$ cat src/rtl/sonar_pkg.sv
// Shared definitions for the sonar measurement controller:
// FSM state codes, BCD distance width and default timing values.
// Imported by controle_sonar.
package sonar_pkg;

  localparam int BCD_W          = 12;
  localparam int ESTADO_W       = 4;
  localparam int PERIODO_PADRAO = 5_000_000; // 100 ms at 50 MHz
  localparam int TIMEOUT_PADRAO = 1_500_000; // 30 ms at 50 MHz

  typedef enum logic [ESTADO_W-1:0] {
    INICIAL   = 4'd0,
    DISPARA   = 4'd1,
    ESPERA    = 4'd2,
    ARMAZENA  = 4'd3,
    INTERVALO = 4'd4,
    FALHA     = 4'd5
  } estado_t;

endpackage

$ cat src/rtl/contador_sat.sv
// Saturating up-counter with synchronous clear; flags when LIMITE is reached.
// Latency: flag follows the count register (1 cycle after the enabling edge).
// No backpressure; clear has priority over enable.
module contador_sat #(
  parameter int WIDTH  = 8,
  parameter int LIMITE = 255
) (
  input  logic clock,
  input  logic reset,
  input  logic limpa_i,
  input  logic habilita_i,
  output logic saturado_o
);

  localparam logic [WIDTH-1:0] LIM = WIDTH'(LIMITE);

  logic [WIDTH-1:0] conta_q, conta_d;

  // Next count: clear wins, otherwise count up and hold at the limit.
  always_comb begin
    conta_d = conta_q;
    if (limpa_i) begin
      conta_d = '0;
    end else if (habilita_i && (conta_q != LIM)) begin
      conta_d = conta_q + WIDTH'(1);
    end
  end

  // Count register.
  always_ff @(posedge clock or negedge reset) begin
    if (!reset) begin
      conta_q <= '0;
    end else begin
      conta_q <= conta_d;
    end
  end

  assign saturado_o = (conta_q == LIM);

endmodule

$ cat src/rtl/controle_sonar.sv
// Periodic ultrasonic measurement controller: trigger, wait with timeout, store BCD distance.
// Latency: pronto_sensor to nova_medida is 1 cycle; medir_sensor every PERIODO cycles.
// No backpressure; optional threshold alarm built when CONTROLE_SONAR_ALARME_EN is defined.
module controle_sonar
  import sonar_pkg::*;
#(
  parameter int PERIODO = PERIODO_PADRAO,
  parameter int TIMEOUT = TIMEOUT_PADRAO
) (
  input  logic             clock,
  input  logic             reset,
  input  logic             ligar,
  input  logic             pronto_sensor,
  input  logic [BCD_W-1:0] medida_sensor,
  input  logic [BCD_W-1:0] limiar,
  output logic             medir_sensor,
  output logic             reinicia_sensor,
  output logic [BCD_W-1:0] medida,
  output logic             nova_medida,
  output logic             erro,
  output logic             alarme,
  output logic [3:0]       db_estado
);

  localparam int PER_W = $clog2(PERIODO + 1);
  localparam int TO_W  = $clog2(TIMEOUT + 1);

  estado_t          estado_q, estado_d;
  logic             per_sat, to_sat;
  logic             medir_q, reinicia_q, nova_q, erro_q;
  logic [BCD_W-1:0] medida_q;

  // Counters restart on the edge that enters DISPARA, so the trigger cycle reads 0
  // and the next trigger lands exactly PERIODO cycles after this one.
  contador_sat #(.WIDTH(PER_W), .LIMITE(PERIODO - 1)) u_periodo (
    .clock      (clock),
    .reset      (reset),
    .limpa_i    (estado_d == DISPARA),
    .habilita_i (estado_q != INICIAL),
    .saturado_o (per_sat)
  );

  contador_sat #(.WIDTH(TO_W), .LIMITE(TIMEOUT - 1)) u_timeout (
    .clock      (clock),
    .reset      (reset),
    .limpa_i    (estado_d == DISPARA),
    .habilita_i ((estado_q == DISPARA) || (estado_q == ESPERA)),
    .saturado_o (to_sat)
  );

  // Next-state logic; a late measurement finds the period counter saturated
  // and retriggers on the cycle after entering INTERVALO.
  always_comb begin
    estado_d = estado_q;
    case (estado_q)
      INICIAL:   if (ligar) estado_d = DISPARA;
      DISPARA:   estado_d = ESPERA;
      ESPERA: begin
        if (pronto_sensor)   estado_d = ARMAZENA;
        else if (to_sat)     estado_d = FALHA;
      end
      ARMAZENA:  estado_d = INTERVALO;
      FALHA:     estado_d = INTERVALO;
      INTERVALO: begin
        if (!ligar)          estado_d = INICIAL;
        else if (per_sat)    estado_d = DISPARA;
      end
      default:   estado_d = INICIAL;
    endcase
  end

  // State register.
  always_ff @(posedge clock or negedge reset) begin
    if (!reset) begin
      estado_q <= INICIAL;
    end else begin
      estado_q <= estado_d;
    end
  end

  // Pulses are decoded from the next state so they are flop outputs aligned with the state.
  always_ff @(posedge clock or negedge reset) begin
    if (!reset) begin
      medir_q    <= 1'b0;
      reinicia_q <= 1'b0;
      nova_q     <= 1'b0;
      erro_q     <= 1'b0;
      medida_q   <= '0;
    end else begin
      medir_q    <= (estado_d == DISPARA);
      reinicia_q <= (estado_d == FALHA);
      nova_q     <= (estado_d == ARMAZENA);
      if (estado_d == ARMAZENA) begin
        medida_q <= medida_sensor;
        erro_q   <= 1'b0;
      end else if (estado_d == FALHA) begin
        erro_q   <= 1'b1;
      end
    end
  end

`ifdef CONTROLE_SONAR_ALARME_EN
  logic alarme_q;

  // Alarm follows the stored distance; plain binary compare keeps BCD order.
  always_ff @(posedge clock or negedge reset) begin
    if (!reset) begin
      alarme_q <= 1'b0;
    end else if (estado_d == ARMAZENA) begin
      alarme_q <= (medida_sensor < limiar);
    end
  end

  assign alarme = alarme_q;
`else
  logic unused_limiar;
  assign unused_limiar = ^limiar;
  assign alarme        = 1'b0;
`endif

  assign medir_sensor    = medir_q;
  assign reinicia_sensor = reinicia_q;
  assign nova_medida     = nova_q;
  assign erro            = erro_q;
  assign medida          = medida_q;
  assign db_estado       = estado_q;

endmodule

$ cat config.mk
export PLATFORM = sky130hd
export DESIGN_NAME = controle_sonar
export DESIGN_NICKNAME = d
export VERILOG_FILES = /design/src/rtl/sonar_pkg.sv /design/src/rtl/contador_sat.sv /design/src/rtl/controle_sonar.sv
export SDC_FILE = /design/constraint.sdc
export NUM_CORES = 1
export LEC_CHECK = 0
export CAP_MARGIN = 0
export CORE_MARGIN = 2
export CORE_UTILIZATION = 52
export CTS_CLUSTER_SIZE = 14
export DETAILED_ROUTE_END_ITERATION = 10
export DONT_BUFFER_PORTS = 1
export PLACE_DENSITY = 0.67
export SLEW_MARGIN = 30
export SYNTH_ARGS = -nofsm -noshare
export SYNTH_HDL_FRONTEND = slang
export SYNTH_SLANG_ARGS = --single-unit
export TNS_END_PERCENT = 30
$ cat constraint.sdc
create_clock -name clock -period 5.5 [get_ports clock]
set_input_delay 0.275 -clock clock [delete_from_list [all_inputs] [get_ports clock]]
set_output_delay 0.275 -clock clock [all_outputs]
set_load 0.05 [all_outputs]
==> reports/qor.yml <==
timing:
  slew_headroom_pct: 39.8
  finalClockSkew_ps: 7.85
  fin_crit_ps: 2500
  tightest_slew_ps: 895
  fin_crit_sh_pct: 45.5
  setup-tns-final_ps: 0
  rsz0062_at_grt: "false"
  report.final.slew_viol_count: 0
  finalHoldViolCount: 0
  final-setup-viol-count: 0
  fin_hold_ws_ps: 88.1
  fmax_mhz: 399
critical_path:
  r2r_slack_ps: 3000
  required_ps: 5710
  r2r_start: "db_estado[2]"
  end_kind: "flop"
  worstSetupPathType: "reg2reg"
  reg2regPathDepth: 5
  startpoint_type: "flop"
  cp.arrival_ps: 2710
  reg2reg_to: "u_periodo.conta_q[11]"
  cp_max_fo: 11
floorplanning:
  dieArea_sq_um: 6880
  fp-row-count: 28
  die_w_um: 82.9
  coreArea_sq_um: 5960
  pin_count: 49
  die_h_um: 82.9
  start_util_pct: 54.4
drt:
  ant_nets: 0
  num_vias: 2378
  routed_via_density: 5.89
  wire_per_inst_um: 16.0
  routed_wl_mm: 6.45
  drt_iter0_markers: 103
  dr.pass1.iters: 4
  drc: 0
place:
  placed_cell_area_sq_um: 3290
  port_buffers: 0
  gp_congestion: 0.755
  dp.final_hpwl_mm: 4.37
global_route:
  grt_max_degree: 65
  overflow: 0
  grtUsageTotal_pct: 19.9
  grt_pass1_vias: 2429
  grt_pass1_wl_mm: 11.1
  antenna_found_initial: 0
clock_network:
  numCtsBuffers: 9
  cts_setup_buffers: 0
  numClockSinks: 64
  clk_latency_ps: 330
  htreeDepth: 3
  clockBufferDepth: 2
  cts_tree: "done"
  cts_root_buf: "clkbuf_8"
  cts.reportedPaths.clkPinSlew_ps: 70
pwr:
  ir_drop_mv: 0.429
  fin_total_pwr_w: 0.00130
  power_leakage_nw: 1.47
  p_per_area_nw_per_um2: 368
yosys:
  synth_top_cell_by_area: "dfrtp_1"
  yosysWarnings: 0
  ys_seq_area_share_pct: 49.4
  syn-cell-area_sq_um: 3240
  synth.top_cell.area_share_pct: 49.4
  ys_ff_latch: 64
  synth_area_per_cell_sq_um: 10.2
  synth_area_leaders: "dfrtp_1 49%, mux2_2 4.2%, nor2_1 3.9%"
  ys_types: 46
  synthCells: 318
layout:
  area_growth_pct: 9.27
  fin_nets: 354
  final_area_sq_um: 3540
  antenna_cells: 0
  layout_commonest_cell: "dfrtp_1"
  n_fill_cell: 539
  final_cell_mix: "64 x dfrtp_1, 34 x nor2_1, 20 x nand2_1"
  drive_above_1_share_pct: 12.5
run:
  maxCapViolCount: 0
hold_path:
  hold_start: "medida_sensor[8]"
  whs_endpoint: "medida[8]"
  holdCritPathClass: "in2reg"
  whs_path_depth: 1
outcome:
  status: "completed"
==> layout make-up <==
class	count	area [sq um]	area share, %
Clock buffer	11	151	4.28
Clock inverter	5	55.1	1.55
Inverter	8	30.0	0.848
Multi-Input combinational cell	236	1530	43.3
Sequential cell	64	1600	45.2
Tap cell	75	93.8	2.65
Timing Repair Buffer	5	77.6	2.19
==> worst max-delay path by stage <==
stage | to | depth (start not counted) | start
2_1_floorplan | medida[10] | 6 | db_estado[1]
3_3_place_gp | u_timeout.conta_q[8] | 5 | u_periodo.conta_q[10]
3_5_place_dp | u_timeout.conta_q[8] | 6 | u_periodo.conta_q[10]
4_1_cts | u_timeout.conta_q[8] | 6 | u_periodo.conta_q[10]
5_1_grt | u_periodo.conta_q[11] | 5 | db_estado[2]
6_report | u_periodo.conta_q[11] | 5 | db_estado[2]
==> registers in the layout (all words and copies together), names as in the netlist <==
register,count
medir_sensor,1
medida,12
reinicia_sensor,1
u_periodo.conta_q,23
u_timeout.conta_q,21
nova_medida,1
erro,1
db_estado,4
==> report_power, final <==
group,switching (W),internal [W]
logic,0.0000727,0.0000682
registers,0.000218,0.000534
clock network,0.000178,0.000232
total,0.000469,0.000834
==> cells in the mapped netlist (all sizes together) <==
cell type,number
xor2,13
and3,5
nor4bb,2
and4bb,1
buf,11
and4,6
nand2,20
or4b,3
o2111ai,1
o31ai,8
or4,11
dfrtp,64
a211oi,2
o21ai,13
or2,2
conb,1
nor2,34
nand4,14
mux2,12
or3b,1
nand3,14
nand2b,2
nor4b,1
or3,11
a21oi,18
a21o,1
ha,2
nor2b,3
and2,1
o21ba,1
nor3,8
nor4,6
nand3b,1
inv,8
o31a,1
xnor2,12
o211ai,1
mux2i,2
a32oi,1
==> metrics by stage <==
step | instances | setup slack (ps) | utilization, %
floorplan | 319 | 3250 | -
global route | 404 | 2810 | 59.5
global placement | 383 | 2630 | 54.6
CTS | 403 | 3030 | 59.3
finish | 404 | 3000 | 59.5
detailed placement | 385 | 3040 | 55.2
==> critical path, stage by stage, from the launching register on <==
cell      delay, ps
dfrtp_1         700
nor4_1          880
and4bb_1        360
and4_1          250
xnor2_1         150
nor2_1           50
==> logic make-up after synthesis <==
group | Yosys count | share of synthesized area (%)
compound gates | 47 | 9.04
xor+xnor | 25 | 6.76
fa+ha+maj | 2 | 0.772
buf+inv | 19 | 3.55
flops | 64 | 49.4
mux | 14 | 4.79
other cells | 1 | 0.116
simple gates | 146 | 25.6
==> what timing repair did <==
item | 4_1_cts | 5_1_grt
hold endpoints to repair | 64 | 1
gates resized for setup | 0 | 0
hold buffers | 2 | 1
==> metal layers <==
layer  global-route usage [%]  wire, um
met2                     34.1      3200
met5                        0         0
met4                     5.81        50
met1                     23.9      2870
met3                     6.46       325
Note: power is estimated with default switching activity, not from simulation.
